===== src/rtl/nor_red_pipe.sv =====
// rtl/nor_red_pipe.sv - pipelined N-input OR/AND/XOR reduction with optional inversion and valid/ready handshake; optional hit counter under NOR_RED_STATS_EN
`timescale 1ns/1ps

module nor_red_pipe #(
    parameter int N           = 8,
    parameter int LVL_PER_STG = 1
) (
    input  logic         CLK,
    input  logic         RST_N,
    input  logic         IN_VLD,
    output logic         IN_RDY,
    input  logic [N-1:0] IN,
    input  logic [1:0]   MODE,
    input  logic         INV,
    output logic         OUT_VLD,
    input  logic         OUT_RDY,
`ifdef NOR_RED_STATS_EN
    input  logic         CNT_CLR,
    output logic [15:0]  HIT_CNT,
`endif
    output logic         OUT0
);

    // Tree geometry: L levels over a power-of-two padded vector, split into S register stages
    localparam int L  = $clog2(N);
    localparam int P  = 1 << L;
    localparam int S  = (L + LVL_PER_STG - 1) / LVL_PER_STG;
    localparam int SM = (S > 1) ? S - 1 : 1;

    localparam logic [1:0] M_AND = 2'b01;
    localparam logic [1:0] M_XOR = 2'b10;

    // Apply nlev pairwise combine levels; the partial result is packed into the low bits
    function automatic logic [P-1:0] red_levels(input logic [P-1:0] v_in,
                                                input logic [1:0]   mode,
                                                input int           nlev);
        logic [P-1:0] v;
        v = v_in;
        for (int lv = 0; lv < L; lv++) begin
            if (lv < nlev) begin
                for (int j = 0; j < P / 2; j++) begin
                    case (mode)
                        M_AND:   v[j] = v[2*j] & v[2*j+1];
                        M_XOR:   v[j] = v[2*j] ^ v[2*j+1];
                        default: v[j] = v[2*j] | v[2*j+1];
                    endcase
                end
            end
        end
        return v;
    endfunction

    // Final levels plus the output inversion, which only the last stage applies
    function automatic logic red_bit(input logic [P-1:0] v_in,
                                     input logic [1:0]   mode,
                                     input int           nlev,
                                     input logic         inv);
        logic [P-1:0] v;
        v = red_levels(v_in, mode, nlev);
        return v[0] ^ inv;
    endfunction

    logic [P-1:0] w_pad;
    logic [S-1:0] w_adv;
    logic [S-1:0] w_vin;
    logic [S-1:0] r_vld;
    logic         r_out;
    logic [P-1:0] r_data [SM];
    logic [1:0]   r_mode [SM];
    logic         r_inv  [SM];

    // Pad missing leaves with the identity of the selected function (1 for AND, else 0)
    always_comb begin
        w_pad        = (MODE == M_AND) ? {P{1'b1}} : {P{1'b0}};
        w_pad[N-1:0] = IN;
    end

    // A stage advances when empty or when the next stage advances; bubbles collapse
    always_comb begin
        w_adv        = '0;
        w_adv[S-1]   = !r_vld[S-1] || OUT_RDY;
        for (int i = S - 2; i >= 0; i--) begin
            w_adv[i] = !r_vld[i] || w_adv[i+1];
        end
    end

    // Incoming valid for each stage: IN_VLD for stage 0, previous stage valid otherwise
    if (S > 1) begin : g_vin_chain
        assign w_vin = {r_vld[S-2:0], IN_VLD};
    end else begin : g_vin_single
        assign w_vin = IN_VLD;
    end

    // Stage valids: cleared asynchronously so in-flight words are dropped on reset
    always_ff @(posedge CLK or negedge RST_N) begin
        if (!RST_N) begin
            r_vld <= '0;
        end else begin
            for (int i = 0; i < S; i++) begin
                if (w_adv[i]) begin
                    r_vld[i] <= w_vin[i];
                end
            end
        end
    end

    for (genvar i = 0; i < S - 1; i++) begin : g_mid
        localparam int NL = ((L - i * LVL_PER_STG) < LVL_PER_STG) ?
                            (L - i * LVL_PER_STG) : LVL_PER_STG;
        logic [P-1:0] w_src;
        logic [1:0]   w_msrc;
        logic         w_isrc;

        if (i == 0) begin : g_first
            assign w_src  = w_pad;
            assign w_msrc = MODE;
            assign w_isrc = INV;
        end else begin : g_inner
            assign w_src  = r_data[i-1];
            assign w_msrc = r_mode[i-1];
            assign w_isrc = r_inv[i-1];
        end

        // Capture the partial reduction along with the mode/inversion that belong to this word
        always_ff @(posedge CLK) begin
            if (w_adv[i] && w_vin[i]) begin
                r_data[i] <= red_levels(w_src, w_msrc, NL);
                r_mode[i] <= w_msrc;
                r_inv[i]  <= w_isrc;
            end
        end
    end

    localparam int NLF = L - (S - 1) * LVL_PER_STG;
    logic [P-1:0] w_fsrc;
    logic [1:0]   w_fmode;
    logic         w_finv;
    logic         w_fres;

    if (S == 1) begin : g_final_direct
        assign w_fsrc  = w_pad;
        assign w_fmode = MODE;
        assign w_finv  = INV;
    end else begin : g_final_piped
        assign w_fsrc  = r_data[S-2];
        assign w_fmode = r_mode[S-2];
        assign w_finv  = r_inv[S-2];
    end

    assign w_fres = red_bit(w_fsrc, w_fmode, NLF, w_finv);

    // Final result register; holds while the output is stalled
    always_ff @(posedge CLK or negedge RST_N) begin
        if (!RST_N) begin
            r_out <= 1'b0;
        end else if (w_adv[S-1] && w_vin[S-1]) begin
            r_out <= w_fres;
        end
    end

    assign IN_RDY  = w_adv[0];
    assign OUT_VLD = r_vld[S-1];
    // Gate with valid so undefined data never shows on OUT0 while idle
    assign OUT0    = r_vld[S-1] & r_out;

`ifdef NOR_RED_STATS_EN
    logic [15:0] r_hit_cnt;

    // Count accepted results equal to 1; clear has priority and the count saturates
    always_ff @(posedge CLK or negedge RST_N) begin
        if (!RST_N) begin
            r_hit_cnt <= 16'h0000;
        end else if (CNT_CLR) begin
            r_hit_cnt <= 16'h0000;
        end else if (OUT_VLD && OUT_RDY && OUT0 && (r_hit_cnt != 16'hFFFF)) begin
            r_hit_cnt <= r_hit_cnt + 16'h0001;
        end
    end

    assign HIT_CNT = r_hit_cnt;
`endif

endmodule


===== config.mk =====
export PLATFORM = sky130hd
export DESIGN_NAME = nor_red_pipe
export DESIGN_NICKNAME = d
export VERILOG_FILES = /design/src/rtl/nor_red_pipe.sv
export SDC_FILE = /design/constraint.sdc
export NUM_CORES = 1
export LEC_CHECK = 0
export BUFFER_PORTS_ARGS = -buffer_cell sky130_fd_sc_hd__buf_2
export CAP_MARGIN = 20
export CELL_PAD_IN_SITES_DETAIL_PLACEMENT = 1
export CELL_PAD_IN_SITES_GLOBAL_PLACEMENT = 1
export CORE_ASPECT_RATIO = 1.5
export CORE_MARGIN = 2
export CORE_UTILIZATION = 38
export CTS_CLUSTER_SIZE = 14
export DETAILED_ROUTE_END_ITERATION = 10
export GPL_TIMING_DRIVEN = 0
export PLACE_DENSITY = 0.71
export SLEW_MARGIN = 10
export SYNTH_ARGS = -nofsm -noshare
export SYNTH_HDL_FRONTEND = slang
export SYNTH_SLANG_ARGS = --single-unit

===== constraint.sdc =====
create_clock -name CLK -period 1.3 [get_ports CLK]
set_input_delay 0.065 -clock CLK [delete_from_list [all_inputs] [get_ports CLK]]
set_output_delay 0.065 -clock CLK [all_outputs]
set_load 0.03 [all_outputs]

==> results by group, run 1 <==
STA
  • F_max: 711 MHz
  • Setup TNS: -0.107 ns
  • Setup violators final: 1
  • Skew final: 0.000914 ns
  • Worst slew pin tran: 0.367 ns
  • Slew Limit Headroom: 75.5%
  • Hold Slack: 0.0631 ns
  • Setup ws final: -0.107 ns
  • Final period utilization: 108%
  • Max Slew Vio Count: 0
  • Final Hold Vio Count: 0
  • Unrepaired setup endpoints after global routing: yes
  • Minimum clock period: 1.41 ns

Worst setup path
  • CP Class: reg -> reg
  • Buffers and inverters on the worst path: 1
  • Crit-path cells: inv_2 > ha_4 > and2_4 > or3_1 > a31oi_1
  • CP startpoint kind: flip-flop
  • Largest delay share family, worst path: simple AND/OR/NAND/NOR gates
  • Max FO, Critical Path: 2
  • CP max-delay cell: edfxtp_1
  • CP peak stage delay: 0.41 ns
  • Worst Path Arrival: 1.63 ns
  • Critical path required time: 1.52 ns
  • CP endpoint kind: flip-flop

Finish
  • Fin cells: 138
  • Nets: 150
  • Share of layout cells above drive strength 1: 32.5%
  • Most frequent cells in the layout: buf_2 (17), inv_1 (16), ha_1 (16)
  • Area Growth Syn to Fin: 28.3%
  • Most common cell after layout, fill and taps aside: buf_2
  • # fillers: 273
  • # diodes: 0
  • Final Cell Area: 1250 µm²

Hold path
  • HP Class: in -> reg

Floorplanning
  • Initial Utilization: 39.9%
  • Die area: 3000 µm²
  • Chip height: 66.1 µm
  • Die Wd: 45.4 µm
  • IO Pins: 18
  • Core area: 2450 µm²
  • FP Rows: 22

Route
  • First drt pass iteration count: 1
  • Final WL: 1880 µm
  • Vias: 713
  • DRT iter0 DRCs: 0
  • DRC errors left: 0
  • Post-route ant nets: 0
  • Vias per cell: 5.17
  • WL/cell: 13.6 µm

Status
  • Failing checks: setup timing
  • Outcome: finished, violations left

Logic synthesis
  • Synth warnings: 0
  • Largest family of logic cells by synthesized area: adder cells
  • Netlist Area Pre-Place: 978 µm²
  • Post-synthesis xor/xnor area fraction: 0%
  • Simple logic cell fraction of the synthesized area: 8.31%
  • Compound-Gate Fraction of Synth Area: 11.0%
  • Number of synthesized register bits: 16
  • Multiplexer share of the synthesized area: 0%
  • Yosys cell types: 15
  • Register area share after synthesis: 47.1%
  • Syn_nets: 120
  • Mapped Avg Cell Area: 11.5 µm²
  • Adder-Cell Fraction of Synth Area: 25.6%
  • Synthesized instance count: 85

Global routing
  • M3 GR Usage: 0.820%
  • Vias in the first global route: 746
  • GR Overflow Total: 0
  • Met1 global-route usage: 11.7%
  • Overall routing resource usage: 15.0%
  • Grt peak-use layer: met2
  • First-pass GRT wire length: 3100 µm
  • Met2 global-route usage: 30.5%
  • Largest net degree at the start of global routing: 10
  • Initial antenna violation count: 0

Clock network
  • CTS Buf Count: 3
  • Clk pin slew, worst setup/hold paths: 0.10 ns
  • CTS tree: yes
  • Clock Latency Late Sink: 0.29 ns
  • Clock Sinks: 16
  • H-tree levels: 1
  • Max Buffers Root-to-Sink: 2
  • Root Driver: clkbuf_4

Place
  • DPL Wire Length: 1500 µm
  • RD Place Congestion: 0.671
  • Post-DP Area: 1100 µm²
  • DP Worst Slack: -0.154 ns
  • Dpl cells: 126
  • IO buf count: 17

Power and ir drop
  • Leak Pwr: 0.599 nW
  • Cell area power density: 1010 nW/µm²
  • VDD IR max: 547 µV

Job
  • Max cap viols: 0
per-stage QoR:
stage | utilization, % | total power, mW
floorplan | - | 0.837
global placement | 44.8 | 0.909
detailed placement | 44.8 | 0.936
CTS | 50.1 | 1.25
global route | 51.2 | 1.34
finish | 51.2 | 1.27
path summary, 6_finish.rpt:
path,from,to,slack (ns),depth (start not counted)
hold / removal,OUT_RDY,r_vld[1],0.06,3
setup / recovery,r_mode[0][2],r_out,-0.11,5
min in group asynchronous,RST_N,r_out,0.10,2
max in group asynchronous,RST_N,r_vld[2],1.08,2
setup reg to reg,r_mode[0][2],r_out,-0.11,5
hold reg to reg,r_inv[0][0],r_inv[0][1],0.47,0
routing by layer:
layer  part of all wire (%)  wire, µm
met1                     31       580
met5                      0         0
met3                    2.0        37
met2                     64      1210
met4                    2.6        49
where the power goes:
| group | leakage, nW | internal, mW | switching, mW |
|---|---|---|---|
| logic | 0.426 | 0.157 | 0.170 |
| clock network | 0.0150 | 0.120 | 0.168 |
| registers | 0.158 | 0.619 | 0.0365 |
| total | 0.599 | 0.895 | 0.375 |
logic make-up after synthesis:
logic type / after synthesis
flip-flops: 16
buffers and inverters: 21
adder cells (fa/ha/maj): 20
AND/OR/NAND/NOR: 12
AO/OA/AOI/OAI: 16
tightest hold or removal path: stages:
cell,delay (ns)
buf_2,0.09
nand3b_1,0.11
nand2b_1,0.06
layout make-up:
class / instances / area (µm²) / area share (%)
plain buffers: 1 / 3.75 / 0.299
clock buffers: 4 / 26.3 / 2.09
inverters: 20 / 75.1 / 5.98
multi-input cells: 48 / 500 / 39.9
flip-flops and latches: 16 / 462 / 36.8
well taps: 24 / 30.0 / 2.39
repair buffers: 25 / 158 / 12.6
repair_timing:
action,CTS,global route
hold endpoints to repair,8,0
buffers inserted,2,1
hold buffers,5,0
resized for setup,4,7
endpoints found under the setup margin,3,3
pin swaps,0,3
cell usage after synthesis:
master    instances  area share (%)
ha_1             20              26
inv_1            20             7.7
edfxtp_1         12              37
a21oi_1           7             3.6
a221oi_1          7             6.3
and2_1            4             2.6
dfrtp_1           4              10
nand2b_1          4             2.6
a31oi_1           1            0.64
and2_4            1            0.90
clkbuf_1          1            0.38
nand3b_1          1            0.77
nand4b_1          1            0.90
o21ai_0           1            0.51
or3_1             1            0.64
registers in the layout, summed over array words and instances (netlist names):
| signal | cells |
|---|---|
| r_out | 1 |
| r_mode | 4 |
| r_data | 6 |
| r_vld | 3 |
| r_inv | 2 |
No activity file was read; power rests on OpenSTA's default activity.
==> inputs of run 2 (changes only) <==
--- a/config.mk
+++ b/config.mk
@@ -15,6 +15,7 @@
 export CTS_CLUSTER_SIZE = 14
 export DETAILED_ROUTE_END_ITERATION = 10
 export GPL_TIMING_DRIVEN = 0
+export HOLD_SLACK_MARGIN = 0.12
 export PLACE_DENSITY = 0.71
 export SLEW_MARGIN = 10
 export SYNTH_ARGS = -nofsm -noshare
==> results by group, run 2 (synthesis gave the netlist of run 1 again) <==
Global routing
  • First-pass GRT wire length: 3140 µm (+1.3%)
  • GR Overflow Total: 0 (unchanged)
  • Largest net degree at the start of global routing: 10 (unchanged)
  • Vias in the first global route: 758 (+1.6%)
  • Initial antenna violation count: 0 (unchanged)
  • Overall routing resource usage: 15.2% (+0.22 points)

Worst setup path
  • Worst setup path startpoint: r_mode[0][2]
  • RR Startpoint: r_mode[0][2]
  • CP Class: reg -> reg
  • Critical path required time: 1.52 ns (about the same)
  • CP endpoint kind: flip-flop
  • Max FO, Critical Path: 2 (unchanged)
  • CP startpoint kind: flip-flop
  • Worst Path Arrival: 1.63 ns (about the same)

Power and ir drop
  • Sw frac: 29.6% (+0.12 points)
  • Reg power frac: 51.3% (-0.3 points)
  • P_int: 900 µW (+0.48%)
  • Total Power: 1.28 mW (+0.65%)
  • Net Sw Power: 379 µW (+1.1%)
  • VDD IR max: 546 µV (-0.15%)
  • Leak Pwr: 0.608 nW (+1.4%)
  • Gate power share: 26.0% (+0.2 points)
  • Clock power share: 22.6% (about the same)
  • Cell area power density: 1000 nW/µm² (-0.93%)

Finish
  • # diodes: 0 (unchanged)
  • Fin cells: 140 (+1.4%)
  • Fin util: 52.0% (+0.82 points)
  • Multi-input logic area: 500 µm² (unchanged)
  • Max FFs per register: 6 (unchanged)
  • Final Cell Area: 1270 µm² (+1.6%)
  • Share of layout cells above drive strength 1: 31.9% (-0.56 points)
  • Biggest regs: r_data: 6 flops, r_mode: 4 flops, r_vld: 3 flops
  • Most frequent cells in the layout: buf_2 (17), inv_1 (16), ha_1 (16)
  • Biggest register: r_data
  • Sequential Area: 462 µm² (unchanged)
  • Area Growth Syn to Fin: 30.3%
  • Most common cell after layout, fill and taps aside: buf_2
  • Nets: 152 (+1.3%)
  • # fillers: 270 (-1.1%)

Floorplanning
  • Die area: 3000 µm² (unchanged)
  • Die Wd: 45.4 µm (unchanged)
  • IO Pins: 18 (unchanged)
  • FP Rows: 22 (unchanged)
  • Chip height: 66.1 µm (unchanged)
  • Initial Utilization: 39.9% (unchanged)
  • Core area: 2450 µm² (unchanged)

Clock network
  • Max Buffers Root-to-Sink: 2 (unchanged)
  • Clock Latency Late Sink: 0.30 ns (about the same)
  • H-tree levels: 1 (unchanged)
  • Root Driver: clkbuf_4
  • Clk pin slew, worst setup/hold paths: 0.10 ns (about the same)
  • CTS tree: yes
  • Clock Sinks: 16 (unchanged)
  • CTS Buf Count: 3 (unchanged)

Route
  • First drt pass iteration count: 3 (+2)
  • Post-route ant nets: 0 (unchanged)
  • DRC errors left: 0 (unchanged)
  • WL/cell: 13.7 µm (+0.36%)
  • Final WL: 1910 µm (+1.8%)
  • Vias per cell: 5.16 (-0.18%)
  • Vias: 722 (+1.3%)
  • DRT iter0 DRCs: 2 (+2)

STA
  • Final period utilization: 108% (-0.29 points)
  • Setup ws final: -0.103 ns (+0.00377 ns)
  • Minimum clock period: 1.40 ns (-0.00377 ns)
  • Final Hold Vio Count: 0 (unchanged)
  • Worst slew pin tran: 0.373 ns (+0.00582 ns)
  • Setup violators final: 1 (unchanged)
  • Unrepaired setup endpoints after global routing: yes
  • F_max: 713 MHz (+0.27%)
  • Setup TNS: -0.103 ns (+0.00377 ns)
  • Skew final: 0.000795 ns (-0.000119 ns)
  • Hold Slack: 0.260 ns (+0.197 ns)
  • Slew Limit Headroom: 75.2% (-0.39 points)
  • Max Slew Vio Count: 0 (unchanged)

Place
  • Post-DP Area: 1100 µm² (unchanged)
  • Dpl cells: 126 (unchanged)
  • DPL Wire Length: 1500 µm (unchanged)
  • IO buf count: 17 (unchanged)
  • RD Place Congestion: 0.671 (unchanged)
  • DP Worst Slack: -0.154 ns (unchanged)

Hold path
  • HP Class: in -> reg
  • Hold Path Origin: IN[7]

Status
  • Failing checks: setup timing
  • Outcome: finished, violations left

Job
  • Max cap viols: 0 (unchanged)
## run 2: power groups by stage
stage          combinational, mW  clock [mW]  sequential [mW]
2_1_floorplan              0.179           0            0.658
3_3_place_gp               0.252           0            0.658
3_5_place_dp               0.271           0            0.665
4_1_cts                    0.322       0.282            0.655
5_1_grt                    0.376       0.312            0.662
6_report                   0.333       0.289            0.656
## run 2: timing repair
action | in CTS | in global routing
hold buffers | 7 | 0
gates resized for setup | 4 | 7
endpoints found under the hold margin | 10 | 0
pin swaps | 0 | 3
buffers inserted | 2 | 1
endpoints found under the setup margin | 3 | 3
## run 2: path summary, 6_finish.rpt
path | endpoint | slack (ns) | cells after the start
hold reg to reg | r_inv[0][1] | 0.46 | 0
setup / recovery | r_out | -0.10 | 5
min in group asynchronous | r_out | 0.64 | 3
hold / removal | r_data[0][3] | 0.26 | 4
max in group asynchronous | r_vld[2] | 0.48 | 3
setup reg to reg | r_out | -0.10 | 5
## run 2: layout make-up
| type | count | share of cell area (%) |
|---|---|---|
| Buffer | 1 | 0.294 |
| Multi-Input combinational cell | 48 | 39.3 |
| Clock buffer | 4 | 2.06 |
| Timing Repair Buffer | 27 | 13.9 |
| Inverter | 20 | 5.89 |
| Sequential cell | 16 | 36.2 |
| Tap cell | 24 | 2.36 |
## run 2: layer usage
layer	up-vias	routed length [µm]	track usage [%]
met4	0	63	11.0
met5	-	0	0
met3	5	37	0.820
li1	353	-	-
met1	350	595	11.9
met2	14	1210	31.0
## run 2: worst max-delay path, cell delays in order (launching register included)
cell and delay, ns:
edfxtp_1 0.41, inv_2 0.09, ha_4 0.20, and2_4 0.15, or3_1 0.31, a31oi_1 0.17
